[config.mk]
export PLATFORM = sky130hd
export DESIGN_NAME = uart_tx_fifo
export DESIGN_NICKNAME = d
export VERILOG_FILES = /design/src/rtl/uart_pkg.sv /design/src/rtl/uart_fifo_mem.sv /design/src/rtl/uart_tx_fifo.sv
export SDC_FILE = /design/constraint.sdc
export NUM_CORES = 1
export LEC_CHECK = 0
export CELL_PAD_IN_SITES_DETAIL_PLACEMENT = 0
export CELL_PAD_IN_SITES_GLOBAL_PLACEMENT = 1
export CORE_ASPECT_RATIO = 1.5
export CORE_MARGIN = 1.5
export CORE_UTILIZATION = 51
export CTS_BUF_LIST = sky130_fd_sc_hd__clkbuf_4
export DETAILED_ROUTE_END_ITERATION = 8
export GPL_TIMING_DRIVEN = 0
export PLACE_DENSITY = 0.78
export SKIP_LAST_GASP = 1
export SLEW_MARGIN = 20
export SYNTH_ARGS = -nofsm -noshare
export SYNTH_HDL_FRONTEND = slang
export SYNTH_HIERARCHICAL = 1
export SYNTH_SLANG_ARGS = --single-unit
[constraint.sdc]
create_clock -name clk -period 9.3 [get_ports clk]
set_input_delay 1.86 -clock clk [delete_from_list [all_inputs] [get_ports clk]]
set_output_delay 1.86 -clock clk [all_outputs]
set_load 0.02 [all_outputs]
[src/rtl/uart_pkg.sv]
// Shared UART definitions: byte type, default FIFO depth and a width helper.
package uart_pkg;

  typedef logic [7:0] byte_t;

  localparam int unsigned UART_TX_FIFO_DEPTH = 16;

  // Ceiling log2 for parameter elaboration; clog2(1) = 0.
  function automatic int unsigned clog2(input int unsigned value);
    int unsigned result;
    result = 0;
    for (int unsigned i = 0; i < 32; i++) begin
      if ((64'd1 << i) < 64'(value)) begin
        result = i + 1;
      end
    end
    return result;
  endfunction

endpackage

[src/rtl/uart_fifo_mem.sv]
// Byte register array with one synchronous write port and one async read port.
module uart_fifo_mem
  import uart_pkg::*;
#(
  parameter int unsigned DEPTH = UART_TX_FIFO_DEPTH,
  localparam int unsigned AW = clog2(DEPTH)
) (
  input  logic          clk,
  input  logic          we,
  input  logic [AW-1:0] waddr,
  input  byte_t         wdata,
  input  logic [AW-1:0] raddr,
  output byte_t         rdata
);

  byte_t mem [DEPTH];

  // Storage is intentionally not reset; only pointers define validity.
  always_ff @(posedge clk) begin
    if (we) begin
      mem[waddr] <= wdata;
    end
  end

  assign rdata = mem[raddr];

endmodule

[src/rtl/uart_tx_fifo.sv]
// Byte FIFO feeding the UART transmitter, with occupancy, almost-full and a
// sticky high-water mark. Define UART_TX_FIFO_FLUSH_EN to add the io_flush
// synchronous clear input.
module uart_tx_fifo
  import uart_pkg::*;
#(
  parameter int unsigned DEPTH    = UART_TX_FIFO_DEPTH,
  parameter int unsigned AF_LEVEL = 12,
  localparam int unsigned AW = clog2(DEPTH),
  localparam int unsigned PW = AW + 1
) (
  input  logic          clk,
  input  logic          reset,
`ifdef UART_TX_FIFO_FLUSH_EN
  input  logic          io_flush,
`endif
  input  logic          io_enq_valid,
  output logic          io_enq_ready,
  input  logic [7:0]    io_enq_bits,
  output logic          io_deq_valid,
  input  logic          io_deq_ready,
  output logic [7:0]    io_deq_bits,
  output logic [PW-1:0] io_count,
  output logic          io_almost_full,
  output logic [PW-1:0] io_max_level
);

  localparam logic [PW-1:0] AfLvl = PW'(AF_LEVEL);
  localparam logic [PW-1:0] One   = PW'(1);

  logic [PW-1:0] wr_ptr_q, wr_ptr_d;
  logic [PW-1:0] rd_ptr_q, rd_ptr_d;
  logic [PW-1:0] count_q, count_d;
  logic [PW-1:0] max_q, max_d;
  logic          empty, full, push, pop;

  assign empty = (wr_ptr_q == rd_ptr_q);
  // Same index with opposite wrap bits means the writer is a full lap ahead.
  assign full  = (wr_ptr_q[AW-1:0] == rd_ptr_q[AW-1:0]) && (wr_ptr_q[AW] != rd_ptr_q[AW]);

`ifdef UART_TX_FIFO_FLUSH_EN
  assign io_enq_ready = ~full & ~io_flush;
  assign pop          = ~empty & io_deq_ready & ~io_flush;
`else
  assign io_enq_ready = ~full;
  assign pop          = ~empty & io_deq_ready;
`endif
  assign push         = io_enq_valid & io_enq_ready;

  uart_fifo_mem #(
    .DEPTH (DEPTH)
  ) u_mem (
    .clk   (clk),
    .we    (push),
    .waddr (wr_ptr_q[AW-1:0]),
    .wdata (io_enq_bits),
    .raddr (rd_ptr_q[AW-1:0]),
    .rdata (io_deq_bits)
  );

  // Next-state for pointers, occupancy and high-water mark.
  always_comb begin
    wr_ptr_d = push ? wr_ptr_q + One : wr_ptr_q;
    rd_ptr_d = pop ? rd_ptr_q + One : rd_ptr_q;
    count_d  = count_q;
    unique case ({push, pop})
      2'b10:   count_d = count_q + One;
      2'b01:   count_d = count_q - One;
      default: count_d = count_q;
    endcase
`ifdef UART_TX_FIFO_FLUSH_EN
    // Push is already suppressed during flush, so wr_ptr_q is final.
    if (io_flush) begin
      rd_ptr_d = wr_ptr_q;
      count_d  = '0;
    end
`endif
    max_d = (count_d > max_q) ? count_d : max_q;
  end

  // State registers; async active-low clear, array excluded.
  always_ff @(posedge clk or negedge reset) begin
    if (!reset) begin
      wr_ptr_q <= '0;
      rd_ptr_q <= '0;
      count_q  <= '0;
      max_q    <= '0;
    end else begin
      wr_ptr_q <= wr_ptr_d;
      rd_ptr_q <= rd_ptr_d;
      count_q  <= count_d;
      max_q    <= max_d;
    end
  end

  assign io_deq_valid   = ~empty;
  assign io_count       = count_q;
  assign io_max_level   = max_q;
  assign io_almost_full = (count_q >= AfLvl);

endmodule

Yosys cells after proc, flatten, opt, wreduce, memory -nomap -nowiden:

Memories as Yosys holds them, arrays and structs flattened.
Cells that the tools add are included.

* reductions and logical operators: 1
* add/subtract/negate cells: 4
* $lt $le $gt $ge: 2
* multiplexer cells: 3
* bitwise gates (word level): 4
* equal/unequal tests: 5

Operator list (number)
* adder 5 x 1 -> 5 bit, second input constant: 3
* one-hot mux 5 bit (2 select lines): 1
* == test 5 bit: 1
* >= comparator 5 x 4 -> 1 bit, second input constant: 1
* greater-than comparator 5 bit: 1
* subtractor 5 x 1 -> 5 bit, second input constant: 1
* == test 4 bit: 1
* AND 1 bit: 2
* == test 2 x 1 -> 1 bit, second input constant: 1
* == test 2 bit, second input constant: 1
* two-way mux 1 bit: 2
* NOT 1 bit: 2
* logical AND 1 bit: 1
* != test 1 bit: 1

* input port bits: 12
* register bits after elaboration: 20
* logic and storage cells: 24
* memory bits (writable): 128
* memories: 1

Memory list
* u_mem.mem: words 16, width 8, read ports 1, clocked after Yosys merged registers in 0, wr ports 1, RTL line uart_fifo_mem.sv:16 `byte_t mem [DEPTH];`

Logic depth before layout (Yosys ltp):

* word-level depth: 7
* mapped depth: 14
* depth with buffers taken out: 14

Modules after synthesis:

The synthesis kept the hierarchy.

Modules (own cells, without submodules)
* uart_fifo_mem: cells an instance 221, sequential area each 3843.7 um^2, instances 1, area an instance 4987.3 um^2
* uart_tx_fifo: cells an instance 115, sequential area each 500.5 um^2, instances 1, area an instance 1256.2 um^2

Worst setup path before layout:

Ideal clock, no wire load.

* path type: input to register
* from: input port io_deq_ready
* to: register max_q[0], in the netlist io_max_level[0]
* path buffers: 0
* slack: 4496 ps
* arrival: 4679 ps
* required time: 9175 ps
* stages: 12
* path through: o21ai_1 > inv_1 > ha_1 > ha_1 > or4b_1 > o311ai_1 > o211ai_2 > ha_1 > and3_1 > and3_1 > a31oi_2 > mux2_2

* word-level cells in the longest chain between the ends: 4
* elaborated cells on any way between the ends: 5
* those cells by class: order compare: 1; eq/ne: 2; mux: 1; bitwise: 1

Ends and longest elaborated chain
* start, declared: RTL line uart_tx_fifo.sv:21 `input logic io_deq_ready,`
* AND 1 bit *: RTL line uart_tx_fifo.sv:46 `assign pop = ~empty & io_deq_ready;`
* named net pop: RTL line uart_tx_fifo.sv:35 `logic empty, full, push, pop;`
* == test 2 x 1 -> 1 bit / == test 2 bit (equally long branches): RTL line uart_tx_fifo.sv:66 `unique case ({push, pop})`
* one-hot mux 5 bit (2 select lines) *: RTL line uart_tx_fifo.sv:66
* named net count_d[4]: RTL line uart_tx_fifo.sv:33 `logic [PW-1:0] count_q, count_d;`
* greater-than comparator 5 bit *: RTL line uart_tx_fifo.sv:78 `max_d = (count_d > max_q) ? count_d : max_q;`
* end signal, assigned: RTL line uart_tx_fifo.sv:92 `max_q <= max_d;`
* end, declared: RTL line uart_tx_fifo.sv:34 `logic [PW-1:0] max_q, max_d;`

Mark *: on every way through the listed nets, which the timed path passes. The rest lies on a longest branch.
A chain may end at the register's enable or synchronous reset.

Worst setup path after layout:

* from: input port io_deq_ready
* to: register max_q[1], in the netlist io_max_level[1]

Same word-level chain as after synthesis.

==> flow_metrics.env <==
export IMPL_cts_setup_buffers=0
export IMPL_vias=3180
export IMPL_die_w_um=93.3
export IMPL_setup_viol=0
export IMPL_hold_start="rd_ptr_q[4]"
export IMPL_antenna_found_initial=1
export IMPL_synthMuxAreaShare_pct=14.1
export IMPL_synth_avg_cell_area_um2=18.6
export IMPL_min_path_cells=1
export IMPL_final_setup_tns_ns=0
export IMPL_ir_drop_uv=191
export IMPL_worstPathRequired_ns=9.72
export IMPL_ys_ff_latch=148
export IMPL_fin_crit_sh_pct=55.2
export IMPL_grt_max_degree=21
export IMPL_synthDistinctLibCells=43
export IMPL_critPathKind="in2reg"
export IMPL_grt_pass1_wl_mm=18.2
export IMPL_synth_adder_area_share_pct=2.53
export IMPL_tritoncts="built"
export IMPL_ctsResizeCount=0
export IMPL_fin_skew_ns=0.0179
export IMPL_reg2reg_depth=14
export IMPL_dp_cells=521
export IMPL_maxCapViolations=0
export IMPL_final_common_cell="edfxtp_1"
export IMPL_synth_xor_area_share_pct=2.24
export IMPL_drt_wirelength_per_cell_um=21.1
export IMPL_htreeDepth=4
export IMPL_viasPerCell=5.74
export IMPL_drt_iter0_drc=197
export IMPL_synth_async_reset_ratio_pct=13.5
export IMPL_yosysWarnings=6
export IMPL_die_y_um=139
export IMPL_finalHoldViolCount=0
export IMPL_netlist_area_um2=6240
export IMPL_place_hpwl_mm=8.02
export IMPL_cts_hold_buf=0
export IMPL_core_area_um2=12000
export IMPL_fmax_ghz=0.195
export IMPL_synth_nets=360
export IMPL_final_cell_mix="edfxtp_1, clkdlybuf4s50_1, dfrtp_1"
export IMPL_slew_violations=0
export IMPL_rows=49
export IMPL_gp_congestion=0.806
export IMPL_cts_sinks=148
export IMPL_clk_latency_ns=0.52
export IMPL_max_slew_margin_rel_pct=37.6
export IMPL_powerDensity_nw_per_um2=320
export IMPL_synth_compound_area_share_pct=4.47
export IMPL_dieArea_um2=12900
export IMPL_min_delay_worst_endpoint="rd_ptr_q[4]"
export IMPL_first_global_vias=3303
export IMPL_drt_total_wl_mm=11.7
export IMPL_synthCells=336
export IMPL_io_pins=33
export IMPL_clockBufferDepth=2
export IMPL_rr_endpoint="io_max_level[1]"
export IMPL_path_clk_slew_ns=0.13
export IMPL_power_leakage_nw=2.41
export IMPL_setup_ws_ns=4.17
export IMPL_synth_edf_count=128
export IMPL_synth_top_family_by_area="multiplexers"
export IMPL_track_usage_pct=19.7
export IMPL_status="complete, no violations"
export IMPL_nNetsFinal=411
export IMPL_cts_buffers=17
export IMPL_drive_above_1_share_pct=20.0
export IMPL_tightest_slew_ns=0.933
export IMPL_r2r_start="wr_ptr_q[1]"
export IMPL_synth_simple_area_share_pct=4.97
export IMPL_crit_path_start_kind="input port"
export IMPL_rsz0062_at_grt="no"
export IMPL_area_growth_pct=12.6
export IMPL_r2r_slack_ns=4.78
export IMPL_portBuffers=32
export IMPL_synth_seq_area_share_pct=69.6
export IMPL_hp_class="reg2reg"
export IMPL_dp_worst_setup_slack_ns=3.60
export IMPL_drc=0
export IMPL_cp_end_kind="flop"
export IMPL_cp_arrival_ns=5.55
export IMPL_first_pass_iters=4
export IMPL_initial_core_util_pct=52.2
export IMPL_postRouteAntennaNets=0
export IMPL_synth_flop_cell="edfxtp_1"
export IMPL_instances_no_fill=554
export IMPL_critPathMaxFanout=10
export IMPL_min_period_ns=5.13
export IMPL_clockRootBuffer="clkbuf_4"
export IMPL_overflow=0
## metal layers
metal | GRT usage, % | part of all wire (%) | vias up
li1 | - | - | 1466
met1 | 23.5 | 38 | 1623
met2 | 33.6 | 56 | 75
met3 | 4.62 | 3.5 | 16
met4 | 8.85 | 2.8 | 0
met5 | 0 | 0 | -
## metrics by stage
| stage | hold slack (ns) | util [%] | power (W) | cell area, um^2 |
|---|---|---|---|---|
| 3_5_place_dp | 0.521 | 56.7 | 0.00193 | 6780 |
| 4_1_cts | 0.543 | 58.8 | 0.00228 | 7030 |
| 2_1_floorplan | 0.498 | - | 0.00159 | 6240 |
| 3_3_place_gp | 0.514 | 56.5 | 0.00190 | 6760 |
| 6_report | 0.542 | 58.8 | 0.00225 | 7030 |
| 5_1_grt | 0.553 | 58.8 | 0.00239 | 7030 |
## Yosys cell counts (3+ instances only)
master | number | area (um^2)
nand2_1 | 17 | 63.8
clkdlybuf4s25_2 | 3 | 30.0
a21oi_1 | 6 | 30.0
xnor2_1 | 11 | 96.3
mux4_1 | 14 | 368
ha_1 | 11 | 138
xor2_1 | 5 | 43.8
o21ai_0 | 3 | 15.0
nand3_1 | 4 | 20.0
edfxtp_1 | 128 | 3840
mux4_2 | 18 | 405
mux2_2 | 8 | 90.1
and3_1 | 4 | 25.0
nor3b_1 | 5 | 37.5
a22oi_1 | 16 | 120
nor2_1 | 13 | 48.8
nor3_1 | 4 | 20.0
buf_6 | 3 | 33.8
inv_1 | 10 | 37.5
dfrtp_1 | 20 | 500
buf_2 | 5 | 25.0
## area by class of cell
type	count	area [um^2]
fill	931	4930
timing repair buffer	32	320
tap	153	191
clock inverter	14	116
buffer	12	96.3
sequential	148	4340
multi-input combinational	166	1790
antenna	1	2.50
clock buffer	18	135
inverter	10	37.5
## state kept, by name, summed over array words and instances (netlist names)
| signal | count |
|---|---|
| u_mem/mem | 128 |
| io_count | 5 |
| wr_ptr_q | 5 |
| io_max_level | 5 |
| rd_ptr_q | 5 |
## worst max path at each step
stage / start / endpoint / slack (ns) / cells after the start
floorplan: io_deq_ready / io_max_level[0] / 4.50 / 12
global placement: io_deq_ready / io_max_level[1] / 3.65 / 13
detailed placement: io_deq_ready / io_max_level[2] / 3.60 / 13
CTS: io_deq_ready / io_max_level[0] / 4.18 / 13
global route: io_deq_ready / io_max_level[0] / 3.90 / 13
finish: io_deq_ready / io_max_level[1] / 4.17 / 13
## report_power, final
part	switching, W	total, W	leakage [nW]	internal (W)
clock network	0.000237	0.000352	0.130	0.000116
logic	0.000507	0.000983	0.886	0.000476
registers	0.0000887	0.000917	1.40	0.000829
total	0.000832	0.00225	2.41	0.00142
## cells by family (layout without fill, tap and decap cells)
group / after synthesis / after routing
xor gates and xnor gates: 16 / 16
AOI/OAI and AO/OA: 37 / 37
DFF: 148 / 148
and+or+nand+nor: 60 / 60
other: 0 / 1
buffers and inverters: 22 / 86
muxes: 41 / 41
adders and majority gates: 12 / 12
## worst max-delay path, stage by stage
cell and delay, ns:
clkdlybuf4s50_1 0.46, o21ai_1 0.23, inv_1 0.08, ha_1 0.31
fa_1 0.48, a21oi_1 0.19, mux2_2 0.36, o211ai_2 0.21
ha_1 0.28, and3_1 0.19, and3_1 0.19, a31oi_2 0.34
mux2_2 0.38
No activity file was read; power rests on OpenSTA's default activity.
